## src/rtl/fmt_pkt_rx.sv

```systemverilog
// fmt_pkt_rx: downstream packet sink for the MCDF formatter output.
// Reserves FIFO space before granting the formatter, captures one start..end
// packet at a time into a first-word-fall-through FIFO of {chid, last, data}
// entries, drains it to a valid/ready stream and flags length/timeout errors.
// Optional build macro FMT_RX_STATS_EN: when defined, per-channel completed
// packet counters are built; otherwise the counter ports are tied to zero.
module fmt_pkt_rx #(
    parameter int DEPTH   = 64,
    parameter int TIMEOUT = 16
) (
    input  logic        clk_i,
    input  logic        rstn_i,
    input  logic        fmt_req_i,
    input  logic [1:0]  fmt_chid_i,
    input  logic [5:0]  fmt_length_i,
    input  logic [31:0] fmt_data_i,
    input  logic        fmt_start_i,
    input  logic        fmt_end_i,
    output logic        fmt_grant_o,
    output logic [31:0] rx_data_o,
    output logic [1:0]  rx_chid_o,
    output logic        rx_last_o,
    output logic        rx_valid_o,
    input  logic        rx_ready_i,
    output logic        err_len_o,
    output logic        err_to_o,
    output logic [15:0] pkt_cnt0_o,
    output logic [15:0] pkt_cnt1_o,
    output logic [15:0] pkt_cnt2_o
);

    localparam int AW = $clog2(DEPTH);
    localparam int CW = AW + 1;
    localparam int TW = $clog2(TIMEOUT) + 1;

    typedef enum logic [2:0] {IDLE, GRANT, WAIT_S, DATA, DONE} state_t;

    state_t          state;
    logic [1:0]      chid_q;
    logic [5:0]      len_q;
    logic [7:0]      wcnt;
    logic [TW-1:0]   tcnt;

    logic [34:0]     mem [DEPTH];
    logic [AW-1:0]   wptr;
    logic [AW-1:0]   rptr;
    logic [CW-1:0]   count;
    logic [CW-1:0]   free;

    logic            push;
    logic            push_last;
    logic            drop_end;
    logic            pop;

    assign free       = CW'(DEPTH) - count;
    assign rx_valid_o = (count != '0);
    assign pop        = rx_valid_o && rx_ready_i;

    // Head fields fall through from storage; forced to zero while empty so
    // nothing undefined leaks out after reset.
    assign rx_data_o  = rx_valid_o ? mem[rptr][31:0] : '0;
    assign rx_last_o  = rx_valid_o ? mem[rptr][32]   : 1'b0;
    assign rx_chid_o  = rx_valid_o ? mem[rptr][34:33] : '0;

    // Decide per cycle whether the incoming word is stored, and whether a
    // dropped end word must retro-flag the last stored word of the packet.
    always_comb begin
        // NOTE: every output of this block gets a default first so no path leaves it unassigned (no latch).
        push      = 1'b0;
        push_last = 1'b0;
        drop_end  = 1'b0;
        case (state)
            WAIT_S: begin
                if (fmt_start_i) begin
                    push      = 1'b1;
                    push_last = fmt_end_i;
                end
            end
            DATA: begin
                if (wcnt < {2'b00, len_q}) begin
                    push      = 1'b1;
                    push_last = fmt_end_i;
                end else if (fmt_end_i) begin
                    drop_end  = 1'b1;
                end
            end
            default: ;
        endcase
    end

    // FIFO storage writes; a dropped end word sets the last flag of the most
    // recently written entry, which is always the len-th word of the packet.
    always_ff @(posedge clk_i) begin
        // NOTE: the storage array is deliberately not reset; emptiness is carried by the pointers and count.
        if (push) begin
            mem[wptr] <= {chid_q, push_last, fmt_data_i};
        end else if (drop_end) begin
            mem[wptr - 1'b1][32] <= 1'b1;
        end
    end

    // FIFO pointers and occupancy; simultaneous push and pop keep count.
    always_ff @(posedge clk_i or negedge rstn_i) begin
        if (!rstn_i) begin
            wptr  <= '0;
            rptr  <= '0;
            count <= '0;
        end else begin
            if (push) wptr <= wptr + 1'b1;
            if (pop)  rptr <= rptr + 1'b1;
            case ({push, pop})
                2'b10:   count <= count + 1'b1;
                2'b01:   count <= count - 1'b1;
                default: ;
            endcase
        end
    end

    // Packet FSM: reserve, grant, wait for start, collect words, report.
    always_ff @(posedge clk_i or negedge rstn_i) begin
        if (!rstn_i) begin
            state       <= IDLE;
            chid_q      <= '0;
            len_q       <= '0;
            wcnt        <= '0;
            tcnt        <= '0;
            fmt_grant_o <= 1'b0;
            err_len_o   <= 1'b0;
            err_to_o    <= 1'b0;
        end else begin
            // NOTE: non-blocking assignments so every register updates from pre-edge values.
            fmt_grant_o <= 1'b0;
            err_len_o   <= 1'b0;
            err_to_o    <= 1'b0;
            case (state)
                IDLE: begin
                    if (fmt_req_i && (free >= CW'(fmt_length_i))) begin
                        chid_q      <= fmt_chid_i;
                        len_q       <= fmt_length_i;
                        fmt_grant_o <= 1'b1;
                        state       <= GRANT;
                    end
                end
                GRANT: begin
                    wcnt  <= '0;
                    tcnt  <= '0;
                    state <= WAIT_S;
                end
                WAIT_S: begin
                    tcnt <= tcnt + 1'b1;
                    if (fmt_start_i) begin
                        wcnt  <= 8'd1;
                        state <= fmt_end_i ? DONE : DATA;
                    end else if (tcnt == TW'(TIMEOUT - 1)) begin
                        err_to_o <= 1'b1;
                        state    <= IDLE;
                    end
                end
                DATA: begin
                    wcnt <= wcnt + 1'b1;
                    if (fmt_end_i) state <= DONE;
                end
                DONE: begin
                    err_len_o <= (wcnt != {2'b00, len_q});
                    state     <= IDLE;
                end
                default: state <= IDLE;
            endcase
        end
    end

`ifdef FMT_RX_STATS_EN
    logic [15:0] cnt0, cnt1, cnt2;

    // Completed-packet counters per channel; channel 3 is not counted.
    always_ff @(posedge clk_i or negedge rstn_i) begin
        if (!rstn_i) begin
            cnt0 <= '0;
            cnt1 <= '0;
            cnt2 <= '0;
        end else if (state == DONE) begin
            case (chid_q)
                2'd0:    cnt0 <= cnt0 + 1'b1;
                2'd1:    cnt1 <= cnt1 + 1'b1;
                2'd2:    cnt2 <= cnt2 + 1'b1;
                default: ;
            endcase
        end
    end

    assign pkt_cnt0_o = cnt0;
    assign pkt_cnt1_o = cnt1;
    assign pkt_cnt2_o = cnt2;
`else
    assign pkt_cnt0_o = 16'h0;
    assign pkt_cnt1_o = 16'h0;
    assign pkt_cnt2_o = 16'h0;
`endif

endmodule
```

## config.mk

```make
export PLATFORM = sky130hd
export DESIGN_NAME = fmt_pkt_rx
export DESIGN_NICKNAME = d
export VERILOG_FILES = /design/src/rtl/fmt_pkt_rx.sv
export SDC_FILE = /design/constraint.sdc
export NUM_CORES = 2
export LEC_CHECK = 0
export CORE_ASPECT_RATIO = 2
export CORE_UTILIZATION = 50
export CTS_BUF_LIST = sky130_fd_sc_hd__clkbuf_2 sky130_fd_sc_hd__clkbuf_4 sky130_fd_sc_hd__clkbuf_8
export CTS_CLUSTER_SIZE = 14
export DETAILED_ROUTE_END_ITERATION = 12
export PLACE_DENSITY_LB_ADDON = 0.12
export SYNTH_ARGS = -nofsm -noshare
export SYNTH_HDL_FRONTEND = slang
export SYNTH_SLANG_ARGS = --single-unit
```

## constraint.sdc

```tcl
create_clock -name clk_i -period 7.8 [get_ports clk_i]
set_input_delay 2.34 -clock clk_i [delete_from_list [all_inputs] [get_ports clk_i]]
set_output_delay 2.34 -clock clk_i [all_outputs]
set_load 0.02 [all_outputs]
```

==> reports/results.tsv <==
stage	metric	value	unit
cts	htree depth	5	
drt	ANT nets after route	0	
floorplan	die outline area	181000	sq um
pwr	Static Leak	32.2	nW
floorplan	Die X	301	microns
cts	Post-CTS Hold Buffers	0	
synthesis	top post-synthesis cells by count	2,240 x edfxtp_1, 488 x mux4_2, 278 x mux2i_1	
sta	max-slew violations	0	
synthesis	Gate Count Post-Synth	4274	
placement	RD Place Congestion	0.872	
cts	CTS clk-pin slew, worst paths	0.06	ns
floorplan	core area	178000	sq um
synthesis	sequential area share after synthesis	0.764	
finish	nets	4722	
synthesis	count leader, synth	edfxtp_1	
cts	Num CTS Buffers	313	
sta	final setup fails	0	
sta	final hold vios	0	
drt	vias per std cell	6.36	
global_routing	largest net degree at the start of global routing	96	
sta	Rel. slew slack	0.0356	
worst_setup_path	CP max FO	47	
status	failing checks	DRC	
global_routing	first-pass GRT wire length	358	mm
worst_setup_path	reg2reg setup slack	2.87	ns
global_routing	grt ovf	0	
finish	fin area	100000	sq um
synthesis	largest family of logic cells by synthesized area	multiplexers	
synthesis	Synth Area in Compound Gates	0.0363	
cts	clock latency on the worst-skew pair	0.92	ns
floorplan	Die Ht	601	microns
sta	Hold WS	0.506	ns
synthesis	Post-Synth Simple-Gate Area	0.0210	
drt	Detailed Route WL	259	mm
drt	drt pass-1 iters	10	
placement	hpwl dp	159	mm
synthesis	Post-synth EDFFs	2240	
synthesis	ys flop type	edfxtp_1	
floorplan	Row Count	219	
worst_setup_path	crit end category	primary output	
pwr	PwrDens	349	nW/um^2
synthesis	post-synthesis adder-cell area fraction	0.00371	
synthesis	#FFs+latches synth	2286	
floorplan	Top Ports	133	
sta	clock skew	0.0580	ns
synthesis	syn_area_per_cell	21.0	sq um
worst_setup_path	critical path required time	5.46	ns
cts	clock buffer depth	4	
status	status	finished, violations left	
drt	1st-iter DRT viols	4832	
worst_setup_path	Setup CP Type	reg2out	
global_routing	GRT Util Overall	0.289	
cts	Post-CTS Repair Setup Buffers	0	
cts	post-CTS sizing	0	
synthesis	FFs w/ async S/R, synth	0.0201	
drt	routed via count	45700	
sta	post-layout min period	7.58	ns
drt	WL/cell	36.0	microns
finish	fin cells	7196	
synthesis	Synth Warn #	0	
synthesis	proportion of synthesized area in mux cells	0.155	
worst_setup_path	Worst setup SP type	register	
synthesis	synth unique cells	81	
pwr	total power	35.0	mW
finish	Area Overhead vs Synth	12.1	%
floorplan	Initial Utilization	0.504	
sta	RSZ-0062 raised after global routing	no	
global_routing	initial antenna violation count	7	
run	Max-cap violations	0	
worst_hold_path	worst min path class	reg2reg	
synthesis	Yosys top cell by area	edfxtp_1	
synthesis	mapped cell area	89600	sq um
global_routing	via count of the first global-routing pass	47100	
placement	dpl cells	6655	
pwr	VDD IR max	0.000327	V
synthesis	xor/xnor cell area share of the yosys netlist	0.00215	
cts	root buffer cell	clkbuf_8	
finish	share of post-route cells with drive strength above 1	0.274	
cts	CTS tree	built	
placement	DP Area	94600	sq um
drt	Residual DRC	88	
sta	Fmax	132	MHz
sta	Worst-Margin Slew	1.44	ns
sta	Setup Total Neg Slack	0	ns
synthesis	synth top area cells	edfxtp_1 75%, mux4_2 12%, mux2i_1 3.1%	
sta	fin crit share	0.972	
placement	IO Port Bufs	84	
synthesis	share of the synthesized area in the top cell type	0.751	
cts	CTS Sinks	2286	
worst_setup_path	Worst EP arrival	5.24	ns
## stage by stage
step,utilization,setup WS (ns)
2_1_floorplan,-,1.36
3_3_place_gp,0.532,1.19
3_5_place_dp,0.532,1.12
4_1_cts,0.565,0.176
5_1_grt,0.565,0.229
6_report,0.565,0.222
## final timing paths
path                                            from                   end  cells after the start
worst max-delay path             rptr[0]$_DFFE_PN0P_         rx_data_o[10]                      7
worst min-delay path            count[6]$_DFFE_PN0P_  count[6]$_DFFE_PN0P_                      1
worst max register to register   wcnt[5]$_DFFE_PN0P_  count[6]$_DFFE_PN0P_                     14
worst min register to register  count[6]$_DFFE_PN0P_  count[6]$_DFFE_PN0P_                      1
max in group asynchronous                     rstn_i   rptr[4]$_DFFE_PN0P_                      2
min in group asynchronous                     rstn_i  state[0]$_DFFE_PN0P_                      2
## registers in the layout, summed over array words and instances (netlist names)
register	flops
err_len_o	1
err_to_o	1
wcnt	8
chid_q	2
wptr	6
tcnt	5
count	7
rptr	6
len_q	6
state	3
mem	2240
fmt_grant_o	1
## metal layers
metal / vias up / wire length [microns] / track usage
met3: 531 / 17800 / 0.0428
met5: - / 31 / 0
li1: 18500 / - / -
met4: 4 / 14300 / 0.142
met2: 2211 / 138000 / 0.509
met1: 24500 / 89100 / 0.342
## power by group
group          switching, mW  total, mW  leakage, nW  internal (mW)
Sequential             0.364       14.3         20.7           13.9
Clock                   4.41       8.90         3.09           4.49
Combinational           7.18       11.8         8.35           4.65
## placed cells by master, fill, tap and decap left out, drive strengths merged, types with 78 or more instances in the layout
master         count
clkbuf           422
buf              221
nor2             173
clkdlybuf4s50     78
mux4             488
o21ai             87
o22ai             99
mux2i            279
edfxtp          2240
clkinv            98
## cell type report
type / instances / area, sq um
Sequential cell: 2286 / 68400
Multi-Input combinational cell: 1723 / 20300
Fill cell: 13300 / 77400
Clock inverter: 115 / 648
Inverter: 27 / 101
Timing Repair Buffer: 299 / 2850
Antenna cell: 4 / 10.0
Tap cell: 2320 / 2900
Clock buffer: 422 / 5210
## cells by family after synthesis
kind of cell,after synthesis
AOI/OAI and AO/OA,461
xor gates and xnor gates,22
adders and majority gates,26
buffers and inverters,312
DFF,2286
muxes,778
other,1
and+or+nand+nor,388
## critical path, stage by stage (launching register included)
cell and delay, ns:
dfrtp_4 0.70, buf_12 0.38, buf_4 0.57, mux2i_1 0.26
a22oi_1 0.10, a311oi_1 1.14, o32ai_1 0.46, clkdlybuf4s50_1 0.65
(Power assumes the default switching activity.)
